[src/rtl/seg7_scan_driver.sv]
// seg7_scan_driver: multiplexed seven-segment driver with an all-off blanking slot between digits.
// Define SEG7_BCD_MODE_EN to convert each load to decimal with a sequential double-dabble converter.
module seg7_scan_driver #(
   parameter int NUM_DIGITS   = 2,
   parameter int DATA_W       = 8,
   parameter int REFRESH_DIV  = 50000,
   parameter int BLANK_CYCLES = 500,
   parameter bit ACTIVE_LOW   = 1'b1
) (
   input  logic                  clk,
   input  logic                  n_rst,
   input  logic                  load_valid,
   output logic                  load_ready,
   input  logic [DATA_W-1:0]     load_data,
   input  logic [NUM_DIGITS-1:0] dp_in,
   output logic [6:0]            seg,
   output logic [NUM_DIGITS-1:0] digit_en,
   output logic                  dp
);
   localparam int DISP_W = 4 * NUM_DIGITS;
   localparam int IDX_W = NUM_DIGITS > 1 ? $clog2(NUM_DIGITS) : 1;
   localparam int CNT_MAX = REFRESH_DIV > BLANK_CYCLES ? REFRESH_DIV : BLANK_CYCLES;
   localparam int CNT_W = CNT_MAX > 1 ? $clog2(CNT_MAX) : 1;
   localparam logic [0:0] SHOW = 1'b0;
   localparam logic [0:0] BLANK = 1'b1;
   logic [0:0] state;
   logic [IDX_W-1:0] idx, idx_nxt;
   logic [CNT_W-1:0] cnt;
   logic show_end, blank_end;
   logic [DISP_W-1:0] disp_q;
   logic [NUM_DIGITS-1:0] dp_q;
   logic lit;
   logic [3:0] nib;
   logic [6:0] seg_h, seg_a;
   logic [NUM_DIGITS-1:0] en_a;
   logic dp_a;

   function automatic logic [6:0] decode(input logic [3:0] v);
      case (v)
         4'h0: decode = 7'b1111110;
         4'h1: decode = 7'b0110000;
         4'h2: decode = 7'b1101101;
         4'h3: decode = 7'b1111001;
         4'h4: decode = 7'b0110011;
         4'h5: decode = 7'b1011011;
         4'h6: decode = 7'b1011111;
         4'h7: decode = 7'b1110000;
         4'h8: decode = 7'b1111111;
         4'h9: decode = 7'b1111011;
         4'hA: decode = 7'b1110111;
         4'hB: decode = 7'b0011111;
         4'hC: decode = 7'b1001110;
         4'hD: decode = 7'b0111101;
         4'hE: decode = 7'b1001111;
         default: decode = 7'b1000111;
      endcase
   endfunction

   assign idx_nxt = idx == IDX_W'(NUM_DIGITS - 1) ? '0 : idx + 1'b1;
   assign show_end = state == SHOW && cnt == CNT_W'(REFRESH_DIV - 1);
   assign blank_end = state == BLANK && cnt == CNT_W'(BLANK_CYCLES - 1);

   // Scan timing free-runs; loads never restart it.
   always_ff @(posedge clk or negedge n_rst)
      if (!n_rst) begin
         state <= SHOW;
         idx <= '0;
         cnt <= '0;
      end else if (show_end || blank_end) begin
         cnt <= '0;
         state <= (show_end && BLANK_CYCLES != 0) ? BLANK : SHOW;
         idx <= (blank_end || BLANK_CYCLES == 0) ? idx_nxt : idx;
      end else
         cnt <= cnt + 1'b1;

`ifdef SEG7_BCD_MODE_EN
   localparam int BIT_W = $clog2(DATA_W + 1);
   logic busy;
   logic [BIT_W-1:0] bit_cnt;
   logic [DATA_W-1:0] bin_q;
   logic [DISP_W-1:0] bcd_q, bcd_adj;
   logic [NUM_DIGITS-1:0] dp_pend;

   // Carries out of the top BCD digit are dropped, giving value mod 10^NUM_DIGITS.
   always_comb begin
      bcd_adj = bcd_q;
      for (int i = 0; i < NUM_DIGITS; i++)
         bcd_adj[4*i+:4] = bcd_q[4*i+:4] > 4'd4 ? bcd_q[4*i+:4] + 4'd3 : bcd_q[4*i+:4];
   end

   assign load_ready = !busy;

   always_ff @(posedge clk or negedge n_rst)
      if (!n_rst) begin
         busy <= 1'b0;
         bit_cnt <= '0;
         bin_q <= '0;
         bcd_q <= '0;
         dp_pend <= '0;
         disp_q <= '0;
         dp_q <= '0;
      end else if (load_valid && load_ready) begin
         busy <= 1'b1;
         bit_cnt <= '0;
         bin_q <= load_data;
         bcd_q <= '0;
         dp_pend <= dp_in;
      end else if (busy) begin
         if (bit_cnt == BIT_W'(DATA_W)) begin
            busy <= 1'b0;
            disp_q <= bcd_q;
            dp_q <= dp_pend;
         end else begin
            bit_cnt <= bit_cnt + 1'b1;
            bin_q <= bin_q << 1;
            bcd_q <= {bcd_adj[DISP_W-2:0], bin_q[DATA_W-1]};
         end
      end
`else
   localparam int EXT_W = DATA_W > DISP_W ? DATA_W : DISP_W;
   logic [EXT_W-1:0] load_ext;

   assign load_ext = EXT_W'(load_data);
   assign load_ready = 1'b1;

   always_ff @(posedge clk or negedge n_rst)
      if (!n_rst) begin
         disp_q <= '0;
         dp_q <= '0;
      end else if (load_valid && load_ready) begin
         disp_q <= load_ext[DISP_W-1:0];
         dp_q <= dp_in;
      end
`endif

   // Gating with n_rst forces the inactive level for the whole reset pulse.
   assign lit = n_rst && state == SHOW;
   assign nib = disp_q[4*idx+:4];
   assign seg_h = decode(nib);
   assign seg_a = lit ? seg_h : 7'b0;
   assign en_a = lit ? NUM_DIGITS'(1) << idx : '0;
   assign dp_a = lit && dp_q[idx];
   assign seg = ACTIVE_LOW ? ~seg_a : seg_a;
   assign digit_en = ACTIVE_LOW ? ~en_a : en_a;
   assign dp = ACTIVE_LOW ? ~dp_a : dp_a;
endmodule
[config.mk]
export PLATFORM = sky130hd
export DESIGN_NAME = seg7_scan_driver
export DESIGN_NICKNAME = d
export VERILOG_FILES = /design/src/rtl/seg7_scan_driver.sv
export SDC_FILE = /design/constraint.sdc
export NUM_CORES = 1
export LEC_CHECK = 0
export CAP_MARGIN = 15
export CORE_UTILIZATION = 51
export CTS_BUF_LIST = sky130_fd_sc_hd__clkbuf_16
export DETAILED_ROUTE_END_ITERATION = 6
export PLACE_DENSITY_LB_ADDON = 0.12
export SYNTH_ARGS = -nofsm -noshare
export SYNTH_HDL_FRONTEND = slang
export SYNTH_SLANG_ARGS = --single-unit
export TNS_END_PERCENT = 30
[constraint.sdc]
create_clock -name clk -period 2.65 [get_ports clk]
set_input_delay 0.6625 -clock clk [delete_from_list [all_inputs] [get_ports clk]]
set_output_delay 0.6625 -clock clk [all_outputs]
set_load 0.02 [all_outputs]
# Yosys cells after proc, flatten, opt, wreduce, memory -nomap -nowiden
# Memories as Yosys holds them, arrays and structs flattened.
# Cells that the tools add are included.
dict set report op_classes {
  addsub 2
  n_lt_le_gt_ge 1
  eq_ne 2
  shift 2
  muxes 7
  bitwise 4
  n_reduce_logical 6
}
# cell count
set ops {}
lappend ops {{$add 16x1->16 const B} 1}
lappend ops {{$eq 16x16->1 const B} 1}
lappend ops {{$eq 16x9->1 const B} 1}
lappend ops {{$mux 16} 1}
lappend ops {{$shiftx 8x4->4} 1}
lappend ops {{$mux 7} 1}
lappend ops {{$not 7->7} 1}
lappend ops {{$logic_and 1x1->1} 4}
lappend ops {{$mux 1} 4}
lappend ops {{$lt 1x2->1 const B} 1}
lappend ops {{$mux 2} 1}
lappend ops {{$not 1->1} 2}
lappend ops {{$not 2->2} 1}
lappend ops {{$reduce_and 2->1} 1}
lappend ops {{$shl 1x1->2 const A} 1}
lappend ops {{$add 1x1->1 const B} 1}
lappend ops {{$logic_or 1x1->1} 1}
dict set report word_totals {
  reg_bits 28
  mem_bits_ro 112
  inputBits 13
  out_inout_bits 11
  wordCells 30
  mem_count 1
}
# name words word_bits read_ports rd_clocked_by_memory_dff wr line_no
set mem_list {}
lappend mem_list {{(no name shown)} 16 7 1 0 0 39} ;# case (v)

# Depth between registers and ports, before layout
# Gate-level depths: netlist of run 1.
dict set report logic_depth {
  ltp_word 4
  depth_mapped 7
  ltp_nobuf 6
}

# Worst setup path after synthesis of run 1
# OpenSTA, ideal clock, no wires.
dict set report synth_timing {
  path_kind {register to output}
  startpoint {register idx}
  endpoint {output seg[4]}
  t_arrival_ns 1.949
  required_time_ns 1.987
  path_slack_ns 0.038
  path_stages_with_launch 5
  n_path_buf 1
  path_cell_list {dfrtp_1 -> buf_6 -> mux2_2 -> ha_1 -> o311ai_0}
}
dict set report synth_via {
  elab_chain_len 4
}
# item line_no
set synth_lines {}
lappend synth_lines {{start, declared} 27} ;# logic [IDX_W-1:0] idx, idx_nxt;
lappend synth_lines {{start signal, assigned} 72} ;# idx <= (blank_end || BLANK_CYCLES == 0) ? idx_nxt : idx;
lappend synth_lines {{$shiftx 8x4->4} 138} ;# assign nib = disp_q[4*idx+:4];
lappend synth_lines {{$mem_v2 16x7} -}
lappend synth_lines {{$mux 7} 140} ;# assign seg_a = lit ? seg_h : 7'b0;
lappend synth_lines {{$not 7->7} 143} ;# assign seg = ACTIVE_LOW ? ~seg_a : seg_a;
lappend synth_lines {{end, declared} 16} ;# output logic [6:0] seg,
# Every way passes these cells.

# Worst setup path in the final report of run 1
dict set report layout_timing {
  startpoint {register idx}
  endpoint {output seg[2]}
}
# The elaborated chain is that of the path after synthesis.

==> impl_results.md, run 1 <==
* Slew Limit Headroom at 52.3%
* Count of unique library cells instantiated by Yosys at 38
* Die height at 59.1 microns
* Reg clk slew, reported paths at 0.06 ns
* Clk buf depth at 2
* IO Port Bufs at 22
* TritonCTS clock tree: done
* Synthesis Warnings at 0
* Cell Chain, Critical Path: mux2_4, ha_1, nor2b_1, a21oi_1, o221ai_1, clkdlybuf4s15_1
* Setup TNS at -0.0401 ns
* Vias in the first global route at 1288
* Max_cap viols at 0
* CP Capture Type: output port
* CP max FO at 4
* Final worst setup slack at -0.0401 ns
* Final Cycle Share at 102%
* Seq/Total Area, Yosys at 42.2%
* Count of endpoints failing setup in the final report at 1
* Drt via density at 5.34
* Startpoint type of the worst setup path: flop
* Final #Nets at 208
* Total power draw at 974 uW
* Core area at 3080 sq um
* Setup crit start: idx
* Via Count at 1228
* Status: finished, violations left
* Cell area after synthesis at 1660 sq um
* Area of the multi-input gates at 906 sq um
* Tot GR Track Use at 22.1%
* Layout cell share with drive strength beyond 1 at 25.8%
* WP data arrival at 2.03 ns
* Slew @ Worst Pin at 0.708 ns
* Routed Wire Length at 3400 microns
* Synthesized instance count at 153
* CP Class: flop to output port
* R2R Path Start: cnt[10]
* Worst EP required at 1.99 ns
* Maximum ir drop on the vdd rail at 0.346 mV
* Clk sinks at 28
* # rows at 20
* CP max stage delay at 0.45 ns
* Final Max Tran Viols at 0
* Remaining DRCs at 0
* Largest net degree at the start of global routing at 29
* Drt initial violations at 54
* Failing checks: setup timing
* GPL Wtd Cong at 0.876
* Pre-CTS WS at -0.208 ns
* Worst path slowest cell: dfrtp_2
* Hpwl dp at 2410 microns
* Yosys reg bits at 28
* Clk_skew at 0.00296 ns
* Power per Cell Area at 474 nW/um^2
* Final hold vios at 0
* CTS HTree Levels at 1
* Worst-Skew Late Latency at 0.26 ns
* Worst Min Path Start: cnt[0]
* Synth Net Count at 173
* Wire length of the first global-routing pass at 5730 microns
* P&R area growth vs syn at 23.5%
* I/O pin count at 24
* Grt total ovfl at 0
* Leak at 0.000896 uW
* CTS root buffer: clkbuf_16
* Initial antenna violation count at 0
* Die area at 3490 sq um
* RSZ-0062 raised after global routing: yes
* Fmax at 372 MHz
* Period minus WS final at 2.69 ns
* Number of hold buffers added after CTS at 0
* Wire per inst at 14.8 microns
* DRT antenna net count at 0
* Hold Path Class: flop to flop
* Die width at 59.1 microns
* Fillers at 248
* CTS buffer count at 3
* Reg area at 702 sq um
* Pre-antenna DRT Iters at 4
* Mean Syn Cell Area at 10.9 sq um
* Diode count at 0
* Initial Util at 54.0%
-- cell usage after synthesis, drive strengths merged --
library cell	count	share of area, %
and3	1	0.38
buf	5	2.9
or3	2	0.75
nor3	2	0.60
nand3	7	2.1
and4b	1	0.60
inv	4	0.90
ha	7	5.3
a22o	1	0.53
nor2b	3	1.1
o21a	1	0.53
nand4	5	2.3
a21o	1	0.45
conb	1	0.23
xnor2	12	6.3
nor2	15	3.4
nand2	11	2.5
o221ai	3	1.6
xor2	4	2.1
mux2i	5	3.8
nand2b	1	0.38
nor4b	1	1.4
o21ai	1	0.30
mux2	13	8.8
dfrtp	28	42
o311ai	1	0.53
a21oi	2	0.60
clkbuf	2	0.45
o211ai	3	1.4
nand4b	1	0.53
nor4	6	3.4
o31ai	1	0.45
and4	1	0.53
and4bb	1	0.75
-- area by class of cell --
type / instances / area share (%)
Sequential cell: 28 / 34.2
Inverter: 4 / 0.732
Timing Repair Buffer: 37 / 14.6
Clock buffer: 3 / 3.66
Tap cell: 44 / 2.68
Multi-Input combinational cell: 114 / 44.1
-- power breakdown --
part	switching [uW]	internal [uW]	leakage (uW)
logic	92.2	94.9	0.000506
clock network	132	200	0.0000370
registers	11.6	443	0.000352
total	236	738	0.000896
-- cells by family after synthesis --
logic type / share of synthesized area, %
multiplexers: 12.6
AO/OA/AOI/OAI: 6.33
adder cells (fa/ha/maj): 5.27
buffers and inverters: 4.29
other: 0.226
flip-flops: 42.2
AND/OR/NAND/NOR: 20.7
XOR/XNOR: 8.43
-- registers in the layout (all words and copies together) (netlist names) --
name	count
cnt	16
dp_q	2
idx	1
disp_q	8
state	1
-- stage by stage --
step / util [%] / cell area, sq um / instances / hold WS [ns]
after global routing: 66.7 / 2050 / 230 / 0.518
final: 66.7 / 2050 / 230 / 0.486
after global placement: 64.0 / 1970 / 224 / 0.468
after floorplan: - / 1660 / 153 / 0.367
after detailed placement: 64.0 / 1970 / 224 / 0.476
after CTS: 66.7 / 2050 / 229 / 0.485
-- worst paths after layout --
kind                           end  slack (ns)  depth (start not counted)
max                         seg[2]       -0.04                          6
min                         cnt[0]        0.49                          1
max reg2reg                 cnt[6]        0.96                          3
min reg2reg                 cnt[0]        0.49                          1
max in group asynchronous      idx        1.55                          2
min in group asynchronous  dp_q[1]        0.81                          2
-- critical path, delay by kind of cell, from the launching register on --
family	cells	cell delay, ns
buf+inv	1	0.30
compound gates	2	0.26
simple gates	1	0.17
flops	1	0.45
fa+ha+maj	1	0.26
mux	1	0.34
-- repair_timing --
| action | 4_1_cts | 5_1_grt |
|---|---|---|
| buffers inserted | 2 | 1 |
| endpoints found under the setup margin | 10 | 7 |
| gates resized for setup | 27 | 5 |
-- layer usage --
metal	global-route usage, %	wire, microns	vias to the layer above
met4	7.48	30	0
li1	-	-	607
met5	0	0	-
met1	28.4	1510	588
met2	37.7	1730	29
met3	3.71	133	4
-- cell usage in the layout (no fill, tap or decap), types with 2 or more instances in the layout --
| master | netlist | final |
|---|---|---|
| mux2_2 | 13 | 12 |
| nor3_1 | 2 | 2 |
| buf_4 | 2 | 15 |
| nor2b_1 | 3 | 3 |
| clkbuf_2 | 0 | 4 |
| nor4_2 | 3 | 3 |
| mux2i_1 | 4 | 3 |
| xor2_1 | 4 | 4 |
| inv_1 | 4 | 3 |
| clkdlybuf4s50_1 | 0 | 12 |
| o221ai_1 | 3 | 3 |
| mux2i_4 | 1 | 2 |
| nor4_1 | 3 | 3 |
| nand2_1 | 11 | 11 |
| or3_1 | 2 | 2 |
| nand4_1 | 4 | 4 |
| nor2_1 | 15 | 15 |
| nand3_1 | 7 | 7 |
| buf_2 | 0 | 2 |
| xnor2_1 | 12 | 12 |
| dfrtp_1 | 28 | 27 |
| clkbuf_16 | 0 | 3 |
| o211ai_1 | 3 | 3 |
| ha_1 | 7 | 7 |
| a21oi_1 | 2 | 2 |
| dlygate4sd2_1 | 0 | 3 |
Power figures use the tool's default switching activity.
==> run 2, diff against run 1 <==
CORE_ASPECT_RATIO = 0.5   (was default)
TNS_END_PERCENT = 100   (was 30)
==> run 2 against run 1 <==
Net effect:
- the run now ends clean
- flip-flop and latch count did not move
- wire length shrank 3.8%
- cell area rose by 1.6%
- global-route usage is 0.47 points lower
- via count increased by 0.24%
- die area grew 0.39%
- largest power group unchanged
- highest routed layer unchanged
==> impl_results.md, run 2 (synthesized netlist as in run 1, its figures left out) <==
* Worst path slowest cell: dfrtp_2
* CP max stage delay at 0.47 ns
* Wire per inst at 14.4 microns
* Die width at 82.7 microns
* Number of hold buffers added after CTS at 0
* CP Capture Type: output port
* Initial Util at 54.5%
* CP Class: flop to output port
* Finished Core Util at 68.4%
* Fmax at 380 MHz
* Worst-Skew Late Latency at 0.26 ns
* WP data arrival at 1.97 ns
* Tot GR Track Use at 21.6%
* Wire length of the first global-routing pass at 5600 microns
* Cell Chain, Critical Path: mux2_4, ha_2, or3_1, o221ai_1, nand2_1, buf_6
* Slew @ Worst Pin at 0.667 ns
* Layout cell share with drive strength beyond 1 at 27.8%
* CTS HTree Levels at 1
* Hpwl dp at 2390 microns
* Worst path top cell family by delay: flip-flops
* Largest reg by FF count: cnt
* TritonCTS clock tree: done
* Total power draw at 1090 uW
* CTS buffer count at 3
* RSZ-0062 raised after global routing: yes
* Grt total ovfl at 0
* Largest net degree at the start of global routing at 29
* Startpoint type of the worst setup path: flop
* # rows at 14
* Top flop regs: cnt x16, disp_q x8, dp_q x2
* Diode count at 0
* Clk sinks at 28
* Post-route cell area at 2090 sq um
* DRT antenna net count at 0
* Reg clk slew, reported paths at 0.07 ns
* Most common cell after layout, fill and taps aside: dfrtp_1
* Pre-antenna DRT Iters at 4
* Power per Cell Area at 522 nW/um^2
* Final Max Tran Viols at 0
* Final hold vios at 0
* Final #Nets at 208
* Final Cycle Share at 99.2%
* I/O pin count at 24
* Commonest cells after routing, fill and taps aside: 27 x dfrtp_1, 15 x nor2_1, 15 x buf_4
* Period minus WS final at 2.63 ns
* Vias in the first global route at 1226
* WHS at 0.494 ns
* CTS root buffer: clkbuf_16
* Number of flip-flops under the largest register name at 16
* Die area at 3500 sq um
* Max_cap viols at 0
* Initial antenna violation count at 0
* Remaining DRCs at 0
* Die height at 42.4 microns
* Slew Limit Headroom at 55.1%
* Count of endpoints failing setup in the final report at 0
* Via Count at 1231
* Clk buf depth at 2
* CP max FO at 4
* IO Port Bufs at 22
* Core area at 3050 sq um
* Drt initial violations at 18
* Status: complete, no violations
* Final std cells w/o fill at 227
* Hold Path Class: flop to flop
* GPL Wtd Cong at 0.888
* Drt via density at 5.42
* P&R area growth vs syn at 25.5%
* Dpl cells at 220
* Placed instance area at 1970 sq um
* Crit path buf inv count at 1
* Clk_skew at 0.00505 ns
* Maximum ir drop on the vdd rail at 0.343 mV
* Leak at 0.000907 uW
* Routed Wire Length at 3270 microns
* Worst EP required at 1.99 ns
==> run 2: cell count changes in the layout (fill, tap and decap cells not counted), sizes merged <==
cell / delta
buf: +4
bufinv: +1
clkbuf: -3
clkdlybuf4s15: -1
==> run 2: worst paths after layout <==
kind | startpoint | to | slack [ns] | cells past startpoint
max in group asynchronous | n_rst | idx | 1.57 | 2
setup reg to reg | cnt[0] | cnt[2] | 1.02 | 5
min in group asynchronous | n_rst | disp_q[7] | 0.80 | 2
hold reg to reg | cnt[0] | cnt[0] | 0.49 | 1
hold / removal | cnt[0] | cnt[0] | 0.49 | 1
setup / recovery | idx | seg[6] | 0.02 | 6
==> run 2: cell type report <==
type / instances / area [sq um]
Fill cell: 238 / 962
Clock inverter: 1 / 30.0
Multi-Input combinational cell: 114 / 911
Timing Repair Buffer: 37 / 300
Inverter: 4 / 17.5
Sequential cell: 28 / 702
Tap cell: 40 / 50.0
Clock buffer: 3 / 75.1
==> run 2: through the flow <==
step / worst slack, ns / TNS [ns]
final: 0.0199 / 0
after global routing: -0.0479 / -0.0479
after CTS: -0.0706 / -0.0706
after detailed placement: -0.194 / -1.64
after global placement: -0.187 / -1.37
after floorplan: 0.0385 / 0
==> run 2: report_power, final <==
group / switching [uW] / leakage [uW] / internal (uW)
clock: 144 / 0.0000511 / 301
sequential: 11.4 / 0.000352 / 442
combinational: 94.3 / 0.000503 / 97.1
==> run 2: what timing repair did <==
action | 4_1_cts | 5_1_grt
resized for setup | 33 | 10
setup buffers | 3 | 0
pin swaps | 0 | 1
setup endpoints to repair | 10 | 6
==> run 2: layer usage <==
| metal | track usage (%) | wire (microns) | vias up |
|---|---|---|---|
| li1 | - | - | 620 |
| met1 | 28.7 | 1580 | 586 |
| met2 | 34.9 | 1540 | 21 |
| met3 | 5.87 | 120 | 4 |
| met4 | 5.52 | 29 | 0 |
| met5 | 0 | 0 | - |
==> run 2: worst reg2reg max path, stage by stage, from the launching register on <==
cell	delay (ns)
dfrtp_1	0.40
ha_1	0.27
nand3_1	0.17
nor4_2	0.30
o21a_2	0.31
nor2_1	0.08
==> run 3, diff against run 2 <==
CAP_MARGIN = 40   (was 15)
==> results of run 3 <==
Same layout as run 2: the final DEF is identical, and so are final timing and power.
